===== config.mk =====
export PLATFORM = sky130hd
export DESIGN_NAME = csr_access_unit
export DESIGN_NICKNAME = d
export VERILOG_FILES = /design/src/rtl/csr_access_unit.sv
export SDC_FILE = /design/constraint.sdc
export NUM_CORES = 1
export LEC_CHECK = 0
export CORE_UTILIZATION = 45
export CTS_CLUSTER_DIAMETER = 100
export DETAILED_ROUTE_END_ITERATION = 6
export PLACE_DENSITY = 0.81
export SLEW_MARGIN = 40
export SYNTH_ARGS = -nofsm -noshare
export SYNTH_HDL_FRONTEND = slang
export SYNTH_SLANG_ARGS = --single-unit

===== constraint.sdc =====
create_clock -name clock -period 4.68 [get_ports clock]
set_input_delay 1.404 -clock clock [delete_from_list [all_inputs] [get_ports clock]]
set_output_delay 1.404 -clock clock [all_outputs]
set_load 0.05 [all_outputs]

===== src/rtl/csr_access_unit.sv =====
// csr_access_unit
//   Initiator side of the CSR port. Executes one Zicsr instruction per request:
//   reads the CSR, computes the read-modify-write value, writes it back when
//   the instruction asks for a write, then returns the old value for rd.
//
// Ports
//   clock, reset              single rising-edge clock, asynchronous active-high reset
//   req_valid/req_ready       request handshake (ready only while idle)
//   req_funct3/addr/rs1_idx/  instruction fields and rs1 value
//   req_rs1_val/req_rd_idx
//   resp_valid/resp_ready     response handshake
//   resp_rdata/resp_rd_idx/   old CSR value, destination index, illegal flag
//   resp_illegal
//   inst_ret                  retire pulse in the response handshake cycle
//   csr_wen/addr/wdata        CSR file write/address port
//   csr_rdata                 CSR file read data, combinational from csr_addr

module csr_access_unit #(
   parameter int unsigned XLEN = 32
) (
   input  logic            clock,
   input  logic            reset,
   input  logic            req_valid,
   output logic            req_ready,
   input  logic [2:0]      req_funct3,
   input  logic [11:0]     req_addr,
   input  logic [4:0]      req_rs1_idx,
   input  logic [XLEN-1:0] req_rs1_val,
   input  logic [4:0]      req_rd_idx,
   output logic            resp_valid,
   input  logic            resp_ready,
   output logic [XLEN-1:0] resp_rdata,
   output logic [4:0]      resp_rd_idx,
   output logic            resp_illegal,
   output logic            inst_ret,
   output logic            csr_wen,
   output logic [11:0]     csr_addr,
   output logic [XLEN-1:0] csr_wdata,
   input  logic [XLEN-1:0] csr_rdata
);

   localparam logic [1:0] StIdle  = 2'd0;
   localparam logic [1:0] StRead  = 2'd1;
   localparam logic [1:0] StWrite = 2'd2;
   localparam logic [1:0] StResp  = 2'd3;

   logic [1:0]      state_q, state_d;
   logic [2:0]      funct3_q, funct3_d;
   logic [11:0]     addr_q, addr_d;
   logic [4:0]      rs1_idx_q, rs1_idx_d;
   logic [XLEN-1:0] rs1_val_q, rs1_val_d;
   logic [4:0]      rd_idx_q, rd_idx_d;
   logic [XLEN-1:0] old_q, old_d;
   logic            wen_q, wen_d;
   logic            illegal_q, illegal_d;

   logic            acc_wen;
   logic            acc_illegal;
   logic [XLEN-1:0] src;
   logic [XLEN-1:0] new_val;

   // Decode of the incoming request. RW/RWI always write; the set/clear forms
   // write only when the rs1/zimm field is non-zero.
   always_comb begin
      acc_wen     = (req_funct3[1:0] == 2'b01) || (req_rs1_idx != 5'd0);
      acc_illegal = (req_funct3[1:0] == 2'b00) ||
                    (acc_wen && (req_addr[11:10] == 2'b11));
   end

   // Immediate forms use the rs1 field as a zero-extended 5-bit zimm.
   always_comb begin
      src = funct3_q[2] ? {{(XLEN-5){1'b0}}, rs1_idx_q} : rs1_val_q;
      unique case (funct3_q[1:0])
         2'b01:   new_val = src;
         2'b10:   new_val = old_q | src;
         default: new_val = old_q & ~src;
      endcase
   end

   always_comb begin
      state_d   = state_q;
      funct3_d  = funct3_q;
      addr_d    = addr_q;
      rs1_idx_d = rs1_idx_q;
      rs1_val_d = rs1_val_q;
      rd_idx_d  = rd_idx_q;
      old_d     = old_q;
      wen_d     = wen_q;
      illegal_d = illegal_q;
      unique case (state_q)
         StIdle: begin
            if (req_valid) begin
               funct3_d  = req_funct3;
               addr_d    = req_addr;
               rs1_idx_d = req_rs1_idx;
               rs1_val_d = req_rs1_val;
               rd_idx_d  = req_rd_idx;
               old_d     = '0;
               wen_d     = acc_wen && !acc_illegal;
               illegal_d = acc_illegal;
               state_d   = acc_illegal ? StResp : StRead;
            end
         end
         StRead: begin
            old_d   = csr_rdata;
            state_d = wen_q ? StWrite : StResp;
         end
         StWrite: begin
            state_d = StResp;
         end
         StResp: begin
            if (resp_ready) begin
               state_d = StIdle;
            end
         end
         default: state_d = StIdle;
      endcase
   end

   always_ff @(posedge clock or posedge reset) begin
      if (reset) begin
         state_q   <= StIdle;
         funct3_q  <= '0;
         addr_q    <= '0;
         rs1_idx_q <= '0;
         rs1_val_q <= '0;
         rd_idx_q  <= '0;
         old_q     <= '0;
         wen_q     <= 1'b0;
         illegal_q <= 1'b0;
      end else begin
         state_q   <= state_d;
         funct3_q  <= funct3_d;
         addr_q    <= addr_d;
         rs1_idx_q <= rs1_idx_d;
         rs1_val_q <= rs1_val_d;
         rd_idx_q  <= rd_idx_d;
         old_q     <= old_d;
         wen_q     <= wen_d;
         illegal_q <= illegal_d;
      end
   end

   // Outputs are decoded from state so a reset clears them immediately.
   always_comb begin
      req_ready    = (state_q == StIdle);
      resp_valid   = (state_q == StResp);
      resp_rdata   = resp_valid ? old_q : '0;
      resp_rd_idx  = resp_valid ? rd_idx_q : 5'd0;
      resp_illegal = resp_valid && illegal_q;
      inst_ret     = resp_valid && resp_ready && !illegal_q;
      csr_wen      = (state_q == StWrite);
      csr_addr     = ((state_q == StRead) || (state_q == StWrite)) ? addr_q : 12'd0;
      csr_wdata    = csr_wen ? new_val : '0;
   end

endmodule


# --- After elaboration in Yosys (flattened, before gate mapping) ---
# Index checks and enable logic that the tools add are counted.
word_totals:
  register_bits: 93
  in_bits: 93
  output_inout_bits: 86
op_classes:
  n_reduce_logical: 17
  muxes: 13
  bitwise_logic: 3
  eq_ne: 9
op_table:
  columns: ["operator", "count"]
  rows:
  - ["32-bit 2-to-1 mux", 4]
  - ["32-bit one-hot mux with 2 select lines", 2]
  - ["32-bit bitwise AND", 1]
  - ["32-bit inverter", 1]
  - ["32-bit bitwise OR", 1]
  - ["12-bit 2-to-1 mux", 1]
  - ["2-bit equality test, second input constant", 4]
  - ["2-bit one-hot mux with 4 select lines", 1]
  - ["2-bit by 1-bit equality test with 1-bit output, second input constant", 3]
  - ["2-bit 2-to-1 mux", 3]
  - ["2-bit AND reduction", 3]
  - ["1-bit logical AND", 5]
  - ["5-bit 2-to-1 mux", 1]
  - ["5-bit nonzero test", 1]
  - ["2-bit zero test", 2]
  - ["1-bit logical OR", 3]
  - ["1-bit zero test", 2]
  - ["2-bit by 1-bit != test with 1-bit output, second input constant", 1]
  - ["2-bit != test, second input constant", 1]
  - ["2-bit nonzero test", 1]
  - ["1-bit 2-to-1 mux", 1]

# --- Logic depth before layout (Yosys ltp) ---
# Gate-level depths: netlist (run 1).
depth:
  depth_word: 7
  depth_mapped: 7

# --- Worst setup path before layout (run 1) ---
# No wires, ideal clock.
synth_path:
  kind: "register -> output"
  startpoint: "register state_q[0]"
  endpoint: "output port csr_wdata[10]"
  path_buffers: 1
  slack_ps: -470
  arrival_time_ps: 3746
  path_stages_with_launch: 6
  required_time_ps: 3276
  cell_sequence: "dfrtp_1 > inv_1 > ha_1 > inv_1 > clkbuf_1 > a2111oi_0"
synth_between:
  elab_chain_len: 2
synth_lines:
  columns: ["element", "line", "source"]
  rows:
  - ["start: declaration", "47", "logic [1:0] state_q, state_d;"]
  - ["start signal: assignment", "122", "state_q <= StIdle;"]
  - ["start signal: assignment", "132", "state_q <= state_d;"]
  - ["2-bit equality test", "152", "csr_wen = (state_q == StWrite);"]
  - ["named net csr_wen", "36", "output logic csr_wen,"]
  - ["32-bit 2-to-1 mux", "154", "csr_wdata = csr_wen ? new_val : '0;"]
  - ["end: declaration", "38", "output logic [XLEN-1:0] csr_wdata,"]
# The timed path passes the listed nets, and every way through them passes these cells.

# --- Worst setup path in the final report (run 1) ---
layout_path:
  startpoint: "register funct3_q[0]"
  endpoint: "output port csr_wdata[10]"
layout_between:
  elab_chain_len: 3
  elab_cells_between_ends: 4
  cone_classes: "eq/ne (2); mux (2)"
layout_lines:
  columns: ["element", "line", "source"]
  rows:
  - ["start: declaration", "48", "logic [2:0] funct3_q, funct3_d;"]
  - ["start signal: assignment", "133", "funct3_q <= funct3_d;"]
  - ["2-bit equality test / 2-bit by 1-bit equality test with 1-bit output (equally long branches)", "73", "unique case (funct3_q[1:0])"]
  - ["32-bit one-hot mux with 2 select lines (*)", "73", null]
  - ["32-bit 2-to-1 mux (*)", "154", null]
# Every way passes the cells marked *; elsewhere a longest branch is shown, timed or not.

==> out/metrics.yaml, run 1 <==
rsz0062_at_grt: "no"
arrival_ns: 2.69
pre_cts_slack_ns: 0.8102
syn_nets: 535
whs_ns: 0.4962
slowest_stage: "a2111oi_1"
fmax_mhz: 244.0
antenna_left: 0
finClkSkew_ns: 0.007358
cp_num_buf_inv: 2
synth_top_area_cell: "dfrtp_1"
crit_family: "compound AO/OA/AOI/OAI gates"
pwr-share-comb_pct: 65.5
postCtsSetupRepairBufs: 0
synth_xor_xnor_area_share_pct: 0
io_buffers: 178
outcome: "complete, no violations"
pwr-share-seq_pct: 26.1
p_leak_uw: 0.002968
slew_headroom_pct: 43.87
drt_first_pass_iters: 4
ys_warn_count: 0
synth_area_sq_um: 4820
setup_viol: 0
crit_type: "flop to primary output"
fin_tns_setup_ns: 0
vias: 4090
clk_latency_ns: 0.35
die_h_um: 105.5
critPathLaunch: "funct3_q[0]"
syn_to_final_growth_pct: 49.95
p_sw_share_pct: 47.97
avgSynthCellArea_sq_um: 11.08
overflow: 0
root_buffer: "clkbuf_8"
yosys-mux-area-fraction_pct: 14.77
core_area_sq_um: 10370
die_area_sq_um: 11130
finalCritPeriodShare_pct: 87.58
min-delay-start: "wen_q"
ctsHoldBuffers: 0
drt_iter0_markers: 123
synthSimpleGateAreaFrac_pct: 14.23
cp-start-kind: "flop"
ys_seq_area_share_pct: 48.29
rows: 37
yosys-top-cells-area: "dfrtp_1 48%, mux2_2 14%, and2_1 6.6%"
layout-drive-gt1-share_pct: 21.75
drcViolationCount: 0
htree_levels: 3
power.density_nw_per_um2: 788.3
dp_hpwl_um: 9584
post_cts_resized: 0
grt_pass1_vias: 4281
critPathMaxStageDelay_ns: 0.75
crit_path_end_kind: "primary output"
fin_util_pct: 69.69
start_util_pct: 46.48
hold_violations: 0
critPathRequiredTime_ns: 3.28
finalCriticalPeriod_ns: 4.099
layout.nets: 702
r2r_start: "state_q[0]"
drv_cap: 0
fin_ws_ns: 0.5812
synth_top_family_by_area: "compound AO/OA/AOI/OAI gates"
syn-instance-count: 435
antenna_found_initial: 0
ys_seq_elements: 93
peakVddDrop_v: 0.0005787
mostFrequentLayoutCell: "clkdlybuf4s50_1"
synth.distinct_cells: 32
wl_per_cell_um: 17.60
cts.sinks: 93
grt_use_total_pct: 24.51
intPower_uw: 2964
grt_max_degree: 57
power_switching_uw: 2733
vias_per_cell: 5.505
diodes: 0
cts_tree: "done"
clockBufferDepth: 2
numCtsBuffers: 9
worst_pin_slew_ns: 0.8207
die_w_um: 105.5
yosys.area_share.adder_pct: 1.817
gp_congestion: 0.8307
crit_chain: "inv_1, ha_1, or2_2, a21oi_1, a2111oi_1, buf_12"
worstHoldPathType: "flop to flop"
synth_top_area_share_pct: 48.29
final_cell_mix: "145 x clkdlybuf4s50_1, 93 x dfrtp_1, 61 x mux2_2"
path_clk_slew_ns: 0.08
wirelength_um: 13070
slew_viol_final: 0
grt_pass1_wl_um: 21220
critical_path.max_fanout: 32
synth_compound_area_share_pct: 16.80
pwr-share-clk_pct: 8.5
ios: 179
-- cells by family (layout without fill, tap and decap cells) --
logic type | Yosys count | after routing
buffers and inverters | 42 | 214
DFF | 93 | 93
and+or+nand+nor | 124 | 124
adders and majority gates | 7 | 7
AOI/OAI and AO/OA | 106 | 106
muxes | 63 | 63
-- cell type report --
class	count	area (sq um)
Fill cell	764	3143
Inverter	7	28.78
Sequential cell	93	2327
Multi-Input combinational cell	300	2323
Tap cell	136	170.2
Clock inverter	6	38.79
Timing Repair Buffer	191	2201
Clock buffer	10	137.6
-- metal layers --
| metal | global-route usage (%) | wire, um |
|---|---|---|
| met5 | 0 | 0 |
| met3 | 4.762 | 874 |
| met2 | 42.39 | 6510 |
| met4 | 10.42 | 351 |
| met1 | 29.84 | 5337 |
-- per-stage QoR --
step / instance area (sq um) / std cells / power [uW]
global placement: 7032 / 726 / 5097
CTS: 7224 / 743 / 5716
global route: 7227 / 743 / 6017
detailed placement: 7048 / 727 / 5224
finish: 7227 / 743 / 5697
floorplan: 4823 / 435 / 3903
-- registers in the layout, indices dropped and copies added (netlist names) --
register and flops:
rs1_val_q 32, state_q 2, addr_q 12, funct3_q 3, rd_idx_q 5, rs1_idx_q 5, wen_q 1, old_q 32
illegal_q 1
-- Yosys cell counts, drive strengths merged --
cell type	count
dfrtp	93
a21oi	32
nor2b	30
or2	1
or4	1
nand2b	1
o21ai	4
nor3b	1
and2	51
o31ai	2
a2111oi	33
a22o	32
mux2	62
clkbuf	21
nor3	1
nor2	35
inv	7
o311a	1
ha	7
mux2i	1
a21o	1
o22ai	1
buf	14
nand2	3
-- power groups by stage --
stage	Combinational (uW)	Clock [uW]	Sequential, uW
after CTS	3740	496	1480
after global routing	3950	531	1540
after detailed placement	3730	0	1500
after global placement	3620	0	1470
after floorplan	2540	0	1370
final	3730	482	1490
-- worst reg2reg max path, stage by stage, from the launching register on --
cell and delay [ns]:
dfrtp_1 0.42, inv_1 0.11, ha_1 0.32, nand2_4 0.44
buf_4 0.33, mux2_2 0.36
-- final timing paths --
check,to,cells past startpoint,slack (ns)
worst max-delay path,csr_wdata[10],6,0.58
worst min-delay path,wen_q,1,0.50
worst max register to register,rs1_idx_q[2],5,2.59
worst min register to register,wen_q,1,0.50
max in group asynchronous,funct3_q[0],3,2.42
min in group asynchronous,old_q[23],2,1.53
(Power assumes the default switching activity.)
==> inputs of run 2 (changes only) <==
--- a/config.mk
+++ b/config.mk
@@ -5,11 +5,11 @@
 export SDC_FILE = /design/constraint.sdc
 export NUM_CORES = 1
 export LEC_CHECK = 0
-export CORE_UTILIZATION = 45
+export CORE_UTILIZATION = 46
 export CTS_CLUSTER_DIAMETER = 100
 export DETAILED_ROUTE_END_ITERATION = 6
-export PLACE_DENSITY = 0.81
-export SLEW_MARGIN = 40
+export DONT_BUFFER_PORTS = 1
+export SLEW_MARGIN = 20
 export SYNTH_ARGS = -nofsm -noshare
 export SYNTH_HDL_FRONTEND = slang
 export SYNTH_SLANG_ARGS = --single-unit
==> run 2 against run 1 <==
Against the previous run:
- non-clock buffer count decreased by 152
- clock skew about the same
- via count decreased by 15%
- critical endpoint is now csr_wdata[1]
- fmax increased by 1.3%
- flip-flop and latch count unchanged
==> out/metrics.yaml, run 2 (synthesis gave the netlist of run 1 again) <==
outcome: "complete, no violations"
fin_area_sq_um: 5513  # -24%
clk_latency_ns: 0.36  # about the same
fin_tns_setup_ns: 0  # unchanged
path_clk_slew_ns: 0.08  # about the same
post_cts_resized: 0  # unchanged
crit_path_end_kind: "primary output"
reg_top3: "old_q x32, rs1_val_q x32, addr_q x12"
dp_hpwl_um: 8021  # -16%
htree_levels: 3  # unchanged
syn_to_final_growth_pct: 14.38
ios: 179  # unchanged
setup_viol: 0  # unchanged
antenna_left: 0  # unchanged
start_util_pct: 47.11  # +0.63 points
diodes: 0  # unchanged
worst_pin_slew_ns: 1.023  # +0.2018 ns
postCtsSetupRepairBufs: 0  # unchanged
gp_congestion: 0.7646  # -8.0%
wl_per_cell_um: 19.73  # +12%
grt_pass1_wl_um: 19040  # -10%
cts.sinks: 93  # unchanged
drt_iter0_markers: 140  # +14%
final_cell_mix: "93 x dfrtp_1, 61 x mux2_2, 51 x and2_1"
worstHoldPathType: "flop to flop"
layout-drive-gt1-share_pct: 34.51  # +13 points
overflow: 0  # unchanged
crit_end: "csr_wdata[1]"
ctsHoldBuffers: 0  # unchanged
critPathLaunch: "state_q[0]"
pre_cts_slack_ns: 1.004  # +0.1942 ns
io_buffers: 0  # -100%
rsz0062_at_grt: "no"
core_area_sq_um: 10230  # -1.3%
slew_viol_final: 0  # unchanged
critical_path.max_fanout: 32  # unchanged
critPathRequiredTime_ns: 3.28  # about the same
fin_ws_ns: 0.6341  # +0.05288 ns
cts_tree: "done"
grt_max_degree: 69  # +21%
r2r-end: "funct3_q[2]"
drcViolationCount: 0  # unchanged
antenna_found_initial: 0  # unchanged
layout.nets: 550  # -22%
fillCellCount: 943  # +23%
die_w_um: 104.4  # -1.1%
mostFrequentLayoutCell: "dfrtp_1"
cp-start-kind: "flop"
slew_headroom_pct: 30.37  # -13 points
r2r_start: "state_q[1]"
grt_use_total_pct: 22.42  # -2.1 points
arrival_ns: 2.64  # -0.05 ns
wirelength_um: 11660  # -11%
numCtsBuffers: 9  # unchanged
finalCriticalPeriod_ns: 4.046  # -0.05288 ns
whs_ns: 0.4890  # -0.007169 ns
die_area_sq_um: 10890  # -2.1%
clockBufferDepth: 2  # unchanged
finalCritPeriodShare_pct: 86.45  # -1.1 points
drv_cap: 0  # unchanged
finClkSkew_ns: 0.007707  # +0.0003495 ns
postPlaceCellArea_sq_um: 5320  # -25%
fmax_mhz: 247.2  # +1.3%
crit_type: "flop to primary output"
seq_area_sq_um: 2327  # unchanged
grt_pass1_vias: 3566  # -17%
multiInputGateArea_sq_um: 2501  # +7.6%
die_h_um: 104.4  # -1.1%
root_buffer: "clkbuf_8"
vias: 3479  # -15%
rows: 37  # unchanged
vias_per_cell: 5.887  # +6.9%
r2r_setup_slack_ns: 1.83  # -0.76 ns
drt_first_pass_iters: 4  # unchanged
hold_violations: 0  # unchanged
r2r_cells: 5  # unchanged
==> run 2: through the flow <==
stage          instances  utilization (%)
2_1_floorplan        435                -
3_3_place_gp         575            52.00
3_5_place_dp         575            52.00
4_1_cts              591            53.88
5_1_grt              591            53.88
6_report             591            53.88
==> run 2: final cells by class <==
type / count / share of cell area, %
repair buffers: 39 / 5.311
inverters: 7 / 0.5220
multi-input cells: 300 / 45.37
flip-flops and latches: 93 / 42.22
clock inverters: 4 / 0.8625
well taps: 136 / 3.087
clock buffers: 12 / 2.633
==> run 2: how the worst min path moves through the flow <==
stage,to,cells after the start,startpoint
after floorplan,wen_q,1,wen_q
after global placement,wen_q,1,wen_q
after detailed placement,wen_q,1,wen_q
after CTS,wen_q,1,wen_q
after global routing,addr_q[6],1,addr_q[6]
final,wen_q,1,wen_q
==> run 2: worst max-delay path, cell delays in order, from the launching register on <==
cell and delay [ns]:
dfrtp_1 0.43, inv_1 0.13, ha_1 0.52, inv_2 0.51, a2111oi_2 0.42, buf_4 0.27
==> run 2: layer usage <==
metal | up-vias | track usage, % | part of all wire, %
li1 | 1595 | - | -
met4 | 0 | 8.571 | 1.5
met5 | - | 0 | 0
met1 | 1747 | 27.48 | 41
met2 | 119 | 37.18 | 51
met3 | 18 | 6.516 | 6.9
Power of run 2 is left out: the tool's default activity adds up to more than one toggle a clock period on the data nets, which glitch-free logic cannot reach.
